<file path="src/rtl/move_selector_if.sv">
// move_selector_if
//   Bundles the cursor/board/move signals between the game environment and
//   move_selector. The "master" side is the environment (mouse, board store,
//   move consumer); the "slave" side is move_selector itself.
//
//   environment -> selector : frame_tick, mouse_xpos, mouse_ypos, mouse_left,
//                             my_turn, side, sq_piece, legal_mask, move_ready
//   selector -> environment : hover_sq, hover_valid, src_sq, pick_place,
//                             move_valid, move_src, move_dst, cancel, state_led
interface move_selector_if #(
    parameter int BOARD_N = 8
);
    localparam int IDX_W = 2 * $clog2(BOARD_N);

    logic                       frame_tick;
    logic [11:0]                mouse_xpos;
    logic [11:0]                mouse_ypos;
    logic                       mouse_left;
    logic                       my_turn;
    logic                       side;
    logic [3:0]                 sq_piece;
    logic [BOARD_N*BOARD_N-1:0] legal_mask;
    logic                       move_ready;

    logic [IDX_W-1:0]           hover_sq;
    logic                       hover_valid;
    logic [IDX_W-1:0]           src_sq;
    logic                       pick_place;
    logic                       move_valid;
    logic [IDX_W-1:0]           move_src;
    logic [IDX_W-1:0]           move_dst;
    logic                       cancel;
    logic [3:0]                 state_led;

    modport master (
        output frame_tick, mouse_xpos, mouse_ypos, mouse_left, my_turn, side,
               sq_piece, legal_mask, move_ready,
        input  hover_sq, hover_valid, src_sq, pick_place, move_valid,
               move_src, move_dst, cancel, state_led
    );

    modport slave (
        input  frame_tick, mouse_xpos, mouse_ypos, mouse_left, my_turn, side,
               sq_piece, legal_mask, move_ready,
        output hover_sq, hover_valid, src_sq, pick_place, move_valid,
               move_src, move_dst, cancel, state_led
    );
endinterface

</file>
<file path="src/rtl/move_selector.sv">
// move_selector
//   Turns per-frame mouse samples into a pick-and-place chess move. The cursor
//   is mapped to a board square once per frame, a left-button press edge picks
//   up an own piece, and a second press edge on a legal destination commits the
//   move, which is held until the consumer accepts it.
//
//   Ports
//     clk   : system clock, rising edge
//     rst   : asynchronous, active-high reset
//     bus   : move_selector_if.slave (cursor, board, handshake, status)
//
//   Optional feature
//     MOVE_SELECTOR_TIMEOUT_EN : when defined, a pick left waiting for a
//     destination click is abandoned after TIMEOUT_FRAMES frames.
//
//   state  | meaning
//   -------+--------------------------------------------------------------
//   IDLE   | nothing held; waiting for a press on an own piece
//   HELD   | piece picked, button still down
//   WAIT   | button released, waiting for a destination press
//   COMMIT | move presented on move_valid until move_ready
module move_selector #(
    parameter int BOARD_N        = 8,
    parameter int SQ_LOG2        = 6,
    parameter int X_ORIGIN       = 256,
    parameter int Y_ORIGIN       = 128,
    parameter int TIMEOUT_FRAMES = 600
) (
    input  logic              clk,
    input  logic              rst,
    move_selector_if.slave    bus
);
    localparam int LOG_N = $clog2(BOARD_N);
    localparam int IDX_W = 2 * LOG_N;
    localparam int SPAN  = BOARD_N << SQ_LOG2;

    localparam logic [3:0] LED_IDLE   = 4'b1000;
    localparam logic [3:0] LED_HELD   = 4'b0100;
    localparam logic [3:0] LED_WAIT   = 4'b0010;
    localparam logic [3:0] LED_COMMIT = 4'b0001;

    if (BOARD_N < 2 || BOARD_N > 16 || (BOARD_N & (BOARD_N - 1)) != 0) begin : g_bad_board_n
        $error("move_selector: BOARD_N must be a power of two in 2..16");
    end
    if (TIMEOUT_FRAMES < 1) begin : g_bad_timeout
        $error("move_selector: TIMEOUT_FRAMES must be at least 1");
    end

    typedef enum logic [1:0] {
        S_IDLE,
        S_HELD,
        S_WAIT,
        S_COMMIT
    } state_t;

    state_t           state_q;
    logic [3:0]       state_led_q;
    logic [IDX_W-1:0] hover_sq_q;
    logic             hover_valid_q;
    logic [IDX_W-1:0] src_sq_q;
    logic             pick_place_q;
    logic             move_valid_q;
    logic [IDX_W-1:0] move_src_q;
    logic [IDX_W-1:0] move_dst_q;
    logic             cancel_q;
    logic             left_prev_q;

    // Cursor to square mapping. Offsets are taken in 13 bits so that a cursor
    // left of / above the board shows up as a set sign bit.
    logic [12:0]      x_off;
    logic [12:0]      y_off;
    logic             in_x;
    logic             in_y;
    logic [IDX_W-1:0] hover_d;

    always_comb begin
        x_off   = 13'({1'b0, bus.mouse_xpos}) - 13'(X_ORIGIN);
        y_off   = 13'({1'b0, bus.mouse_ypos}) - 13'(Y_ORIGIN);
        in_x    = !x_off[12] && ({1'b0, x_off[11:0]} < 13'(SPAN));
        in_y    = !y_off[12] && ({1'b0, y_off[11:0]} < 13'(SPAN));
        hover_d = {y_off[SQ_LOG2 +: LOG_N], x_off[SQ_LOG2 +: LOG_N]};
    end

    logic click;
    logic own_piece;
    logic click_cancel;
    logic click_legal;
    logic timeout_hit;
    logic wait_abort;

`ifdef MOVE_SELECTOR_TIMEOUT_EN
    localparam int TMR_W = (TIMEOUT_FRAMES > 1) ? $clog2(TIMEOUT_FRAMES) : 1;
    localparam logic [TMR_W-1:0] TMR_LAST = TMR_W'(TIMEOUT_FRAMES - 1);

    logic [TMR_W-1:0] timer_q;

    // Counter runs 0..TIMEOUT_FRAMES-1; the frame that would reach
    // TIMEOUT_FRAMES is the one that abandons the pick.
    assign timeout_hit = (timer_q == TMR_LAST);
`else
    assign timeout_hit = 1'b0;
`endif

    always_comb begin
        // Press edge between consecutive frame samples; a held button never
        // re-triggers.
        click        = bus.frame_tick && bus.mouse_left && !left_prev_q;
        own_piece    = bus.side ? (bus.sq_piece >= 4'd7 && bus.sq_piece <= 4'd12)
                                : (bus.sq_piece >= 4'd1 && bus.sq_piece <= 4'd6);
        click_cancel = click && (!hover_valid_q || hover_sq_q == src_sq_q);
        click_legal  = click && bus.legal_mask[hover_sq_q];
        // Losing the turn beats any click on the same frame; a legal click on
        // the last permitted frame still commits.
        wait_abort   = !bus.my_turn || click_cancel || (timeout_hit && !click_legal);
    end

    always_ff @(posedge clk or posedge rst) begin
        if (rst) begin
            state_q       <= S_IDLE;
            state_led_q   <= LED_IDLE;
            hover_sq_q    <= '0;
            hover_valid_q <= 1'b0;
            src_sq_q      <= '0;
            pick_place_q  <= 1'b0;
            move_valid_q  <= 1'b0;
            move_src_q    <= '0;
            move_dst_q    <= '0;
            cancel_q      <= 1'b0;
            left_prev_q   <= 1'b0;
`ifdef MOVE_SELECTOR_TIMEOUT_EN
            timer_q       <= '0;
`endif
        end else begin
            cancel_q <= 1'b0;

            if (bus.frame_tick) begin
                left_prev_q   <= bus.mouse_left;
                hover_valid_q <= in_x && in_y;
                // Off-board samples keep the last on-board square.
                if (in_x && in_y) begin
                    hover_sq_q <= hover_d;
                end
            end

            case (state_q)
                S_IDLE: begin
                    if (click && bus.my_turn && hover_valid_q && own_piece) begin
                        state_q      <= S_HELD;
                        state_led_q  <= LED_HELD;
                        src_sq_q     <= hover_sq_q;
                        pick_place_q <= 1'b1;
                    end
                end

                S_HELD: begin
                    if (bus.frame_tick) begin
                        if (!bus.my_turn) begin
                            state_q      <= S_IDLE;
                            state_led_q  <= LED_IDLE;
                            pick_place_q <= 1'b0;
                            cancel_q     <= 1'b1;
                        end else if (!bus.mouse_left) begin
                            state_q     <= S_WAIT;
                            state_led_q <= LED_WAIT;
`ifdef MOVE_SELECTOR_TIMEOUT_EN
                            timer_q     <= '0;
`endif
                        end
                    end
                end

                S_WAIT: begin
                    if (bus.frame_tick) begin
                        if (wait_abort) begin
                            state_q      <= S_IDLE;
                            state_led_q  <= LED_IDLE;
                            pick_place_q <= 1'b0;
                            cancel_q     <= 1'b1;
                        end else if (click_legal) begin
                            state_q      <= S_COMMIT;
                            state_led_q  <= LED_COMMIT;
                            move_src_q   <= src_sq_q;
                            move_dst_q   <= hover_sq_q;
                            move_valid_q <= 1'b1;
                        end else begin
`ifdef MOVE_SELECTOR_TIMEOUT_EN
                            timer_q <= timer_q + 1'b1;
`endif
                        end
                    end
                end

                S_COMMIT: begin
                    // Handshake completes on any clock, independent of frames.
                    if (move_valid_q && bus.move_ready) begin
                        state_q      <= S_IDLE;
                        state_led_q  <= LED_IDLE;
                        move_valid_q <= 1'b0;
                        pick_place_q <= 1'b0;
                    end
                end

                default: begin
                    state_q     <= S_IDLE;
                    state_led_q <= LED_IDLE;
                end
            endcase
        end
    end

    assign bus.hover_sq    = hover_sq_q;
    assign bus.hover_valid = hover_valid_q;
    assign bus.src_sq      = src_sq_q;
    assign bus.pick_place  = pick_place_q;
    assign bus.move_valid  = move_valid_q;
    assign bus.move_src    = move_src_q;
    assign bus.move_dst    = move_dst_q;
    assign bus.cancel      = cancel_q;
    assign bus.state_led   = state_led_q;
endmodule

</file>
<file path="src/flat_wrapper.sv">
// flat-port wrapper written by rule: the top's interface ports become plain ports
module move_selector_flat 
#(
    parameter int BOARD_N        = 8,
    parameter int SQ_LOG2        = 6,
    parameter int X_ORIGIN       = 256,
    parameter int Y_ORIGIN       = 128,
    parameter int TIMEOUT_FRAMES = 600
)
  (clk, rst, bus_frame_tick, bus_mouse_xpos, bus_mouse_ypos, bus_mouse_left, bus_my_turn, bus_side, bus_sq_piece, bus_legal_mask, bus_move_ready, bus_hover_sq, bus_hover_valid, bus_src_sq, bus_pick_place, bus_move_valid, bus_move_src, bus_move_dst, bus_cancel, bus_state_led);
  move_selector_if #(.BOARD_N(BOARD_N)) bus_i ();
  input  logic clk;
  input  logic rst;
  input wire logic [$bits(bus_i.frame_tick)-1:0] bus_frame_tick;
  input wire logic [$bits(bus_i.mouse_xpos)-1:0] bus_mouse_xpos;
  input wire logic [$bits(bus_i.mouse_ypos)-1:0] bus_mouse_ypos;
  input wire logic [$bits(bus_i.mouse_left)-1:0] bus_mouse_left;
  input wire logic [$bits(bus_i.my_turn)-1:0] bus_my_turn;
  input wire logic [$bits(bus_i.side)-1:0] bus_side;
  input wire logic [$bits(bus_i.sq_piece)-1:0] bus_sq_piece;
  input wire logic [$bits(bus_i.legal_mask)-1:0] bus_legal_mask;
  input wire logic [$bits(bus_i.move_ready)-1:0] bus_move_ready;
  output wire logic [$bits(bus_i.hover_sq)-1:0] bus_hover_sq;
  output wire logic [$bits(bus_i.hover_valid)-1:0] bus_hover_valid;
  output wire logic [$bits(bus_i.src_sq)-1:0] bus_src_sq;
  output wire logic [$bits(bus_i.pick_place)-1:0] bus_pick_place;
  output wire logic [$bits(bus_i.move_valid)-1:0] bus_move_valid;
  output wire logic [$bits(bus_i.move_src)-1:0] bus_move_src;
  output wire logic [$bits(bus_i.move_dst)-1:0] bus_move_dst;
  output wire logic [$bits(bus_i.cancel)-1:0] bus_cancel;
  output wire logic [$bits(bus_i.state_led)-1:0] bus_state_led;
  assign bus_i.frame_tick = bus_frame_tick;
  assign bus_i.mouse_xpos = bus_mouse_xpos;
  assign bus_i.mouse_ypos = bus_mouse_ypos;
  assign bus_i.mouse_left = bus_mouse_left;
  assign bus_i.my_turn = bus_my_turn;
  assign bus_i.side = bus_side;
  assign bus_i.sq_piece = bus_sq_piece;
  assign bus_i.legal_mask = bus_legal_mask;
  assign bus_i.move_ready = bus_move_ready;
  assign bus_hover_sq = bus_i.hover_sq;
  assign bus_hover_valid = bus_i.hover_valid;
  assign bus_src_sq = bus_i.src_sq;
  assign bus_pick_place = bus_i.pick_place;
  assign bus_move_valid = bus_i.move_valid;
  assign bus_move_src = bus_i.move_src;
  assign bus_move_dst = bus_i.move_dst;
  assign bus_cancel = bus_i.cancel;
  assign bus_state_led = bus_i.state_led;
  move_selector #(.BOARD_N(BOARD_N), .SQ_LOG2(SQ_LOG2), .X_ORIGIN(X_ORIGIN), .Y_ORIGIN(Y_ORIGIN), .TIMEOUT_FRAMES(TIMEOUT_FRAMES)) u_core (.clk(clk), .rst(rst), .bus(bus_i));
endmodule
</file>
<file path="config.mk">
export PLATFORM = sky130hd
export DESIGN_NAME = move_selector_flat
export DESIGN_NICKNAME = d
export VERILOG_FILES = /design/src/rtl/move_selector_if.sv /design/src/rtl/move_selector.sv /design/src/flat_wrapper.sv
export SDC_FILE = /design/constraint.sdc
export NUM_CORES = 1
export LEC_CHECK = 0
export BUFFER_PORTS_ARGS = -buffer_cell sky130_fd_sc_hd__buf_2
export CELL_PAD_IN_SITES_DETAIL_PLACEMENT = 0
export CELL_PAD_IN_SITES_GLOBAL_PLACEMENT = 1
export CORE_ASPECT_RATIO = 1.5
export CORE_MARGIN = 10
export CORE_UTILIZATION = 33
export CTS_CLUSTER_SIZE = 25
export DETAILED_ROUTE_END_ITERATION = 8
export GPL_ROUTABILITY_DRIVEN = 0
export PLACE_DENSITY = 0.91
export SLEW_MARGIN = 0
export SYNTH_ARGS = -nofsm -noshare
export SYNTH_HDL_FRONTEND = slang
export SYNTH_SLANG_ARGS = --single-unit
</file>
<file path="constraint.sdc">
create_clock -name clk -period 2.56 [get_ports clk]
set_clock_uncertainty 0.1 [all_clocks]
set_input_delay 0 -clock clk [delete_from_list [all_inputs] [get_ports clk]]
set_output_delay 0 -clock clk [all_outputs]
set_load 0.02 [all_outputs]
</file>
==> run summary <==
number of port buffers: 118
WL final: 7.41 mm
antenna cells: 0
syn_nets: 310
Critical path origin: u_core.bus.hover_sq[0]
clock buffer count from CTS: 5
wire per inst: 17.4 um
Final #Nets: 451
pwr dens: 606 nW/um^2
Yosys cell types: 47
via-per-instance ratio: 5.10
combinational fraction of design power: 0.459
top_reg_cell synth: dfrtp_1
CTS tree: yes
hpwl dp: 6.17 mm
Syn Area/Cell: 11.7 um^2
Die Ht: 124 um
layout cells sized above 1: 0.527
peak supply drop: 320 uV
CTS Sinks: 35
Synth top cells by count: dfrtp_1, mux2_2, inv_1
number of global-route vias before repair: 2420
post-route ant nets: 0
number of synthesized flops with an enable pin: 0
DR pass1 iterations: 4
max_slew headroom: 0.681
clock share of power: 0.186
Worst setup endpoint: u_core.bus.move_src[5]
Max FO, Critical Path: 16
chip width: 89.5 um
most instantiated library cell after synthesis: dfrtp_1
CP Capture Type: flop
Setup violations, final: 0
Max Cap Viol: 0
synth top area cells: dfrtp_1, mux2_2, mux4_2
P_sw: 734 uW
final instance area: 3340 um^2
Synth Instances: 205
area grow syn2layout: 39.7%
Slew Viols, Final: 0
Syn. warnings: 0
status: finished, final reports clean
synthesized cell area: 2390 um^2
CTS clk-pin slew, worst paths: 0.07 ns
arrival time worst endpoint: 2.51 ns
via count: 2166
Seq/Total Area, Yosys: 0.367
Initial Utilization: 0.344
grt met2 use: 0.243
H-tree depth: 2
grt met3 use: 0.0366
starting DRC count in detailed routing: 126
Critical Path RT: 2.62 ns
RSZ-0062 raised after global routing: yes
GR Overflow Total: 0
Synth async-reset ratio: 1.00
Design Power: 2.02 mW
fin util: 0.481
number of synthesized register bits: 35
Hold Fails Final Rpt: 0
flop-to-flop setup slack: 0.11 ns
reg2reg path depth: 8
area leader, netlist: dfrtp_1
initial antenna violation count: 0
reg-to-reg startpoint: u_core.bus.hover_sq[0]
met1 Usage GRT: 0.146
top cell type's share of synthesized area: 0.356
Hold Worst Slack: 0.133 ns
Leak Pwr: 1.71 nW
Core Region: 6940 um^2
Sw Ratio: 0.363
critical path launch point type: flop
DP Area: 3120 um^2
fmax: 408 MHz
kind of critical path: reg2reg
first-pass GRT wire length: 12.0 mm
largest net degree at the start of global routing: 36
Hold Path Class: in2reg
Internal: 1.29 mW
clk buf depth: 2
crit path time final: 2.45 ns
Tcrit/Tclk final: 0.958
gr usage total: 0.135
GRT Max-Usage Layer: met2
sequential share of power: 0.355
clk_lat worst skew: 0.28 ns
RR Endpoint: u_core.bus.move_src[5]
I/O pin count: 131
Cell Rows: 37
Worst-Margin Slew: 0.477 ns
die area: 11100 um^2
CTS root buffer: clkbuf_8
drt drc: 0
## critical path: stages, from the launching register on
cell and delay (ns):
dfrtp_1 0.39, buf_12 0.17, mux4_1 0.59, nor3b_1 0.20
nor3_1 0.11, a22oi_4 0.22, nor2b_2 0.08, buf_4 0.16
mux2_1 0.30
## cells in the final DEF, fill, tap and decap left out, types with 7 or more instances in the layout
cell           instances
nand2_1               17
xnor2_1                7
inv_1                 18
buf_4                 12
mux2_2                22
buf_2                118
dlygate4sd3_1         12
mux4_2                10
nor2_1                10
nor3_1                 8
dfrtp_1               32
## cell families (layout without fill, tap and decap cells)
logic type      after synthesis  in the layout  synth area share
compound gates               32             32             0.112
xor+xnor                      7              7            0.0257
fa+ha+maj                     6              6            0.0314
buf+inv                      28            170            0.0639
flops                        35             35             0.367
mux                          43             43             0.286
simple gates                 54             54             0.114
## stage by stage
step / setup TNS [ns] / cells / setup WS (ns)
after global placement: 0 / 404 / 0.0970
after global routing: -0.0572 / 425 / -0.0249
after floorplan: 0 / 205 / 0.0392
after detailed placement: 0 / 404 / 0.0576
after CTS: 0 / 424 / 0.0479
final: 0 / 425 / 0.108
## timing repair
item | 4_1_cts | 5_1_grt
gates resized for setup | 0 | 6
setup buffers | 0 | 1
hold endpoints to repair | 45 | 0
hold buffers | 12 | 0
endpoints found under the setup margin | 0 | 16
## sequential cells by signal, summed over array words and instances, names as in the netlist
register	cells
u_core.bus.hover_sq	6
u_core.bus.move_dst	6
u_core.bus.move_src	6
u_core.bus.src_sq	6
u_core.bus.state_led	4
u_core.state_q	2
u_core.bus.cancel	1
u_core.bus.hover_valid	1
u_core.bus.move_valid	1
u_core.bus.pick_place	1
u_core.left_prev_q	1
## layer usage
layer  wire length, um  vias to the layer above  share of wire
met1              2730                     1040           0.37
met5                 0                        -              0
met2              4130                       69           0.56
met3               409                       10          0.055
li1                  -                     1047              -
met4               130                        0          0.018
## how the worst min path moves through the flow
stage                                  start                endpoint  slack (ns)  depth (start not counted)
after CTS                 bus_mouse_ypos[11]  u_core.bus.hover_sq[5]        0.13                          3
final                     bus_mouse_ypos[11]  u_core.bus.hover_sq[5]        0.13                          3
after global routing      bus_mouse_ypos[11]  u_core.bus.hover_sq[5]        0.14                          3
after global placement                   rst  u_core.bus.move_src[3]        0.02                          3
after detailed placement                 rst  u_core.bus.move_src[3]        0.02                          3
after floorplan            bus_mouse_xpos[8]  u_core.bus.hover_sq[2]       -0.01                          1
## cell type report
class | instances | area, um^2
well taps | 78 | 97.6
clock buffers | 8 | 80.1
flip-flops and latches | 35 | 880
repair buffers | 144 | 841
fillers | 645 | 3610
multi-input cells | 142 | 1370
inverters | 18 | 67.6
## power groups by stage
stage | Clock, mW | Combinational [mW] | Sequential (mW)
final | 0.376 | 0.929 | 0.718
after CTS | 0.389 | 0.931 | 0.719
after global routing | 0.417 | 1.03 | 0.733
after detailed placement | 0 | 0.911 | 0.729
after floorplan | 0 | 0.550 | 0.798
after global placement | 0 | 0.898 | 0.723
(Power assumes the default switching activity.)
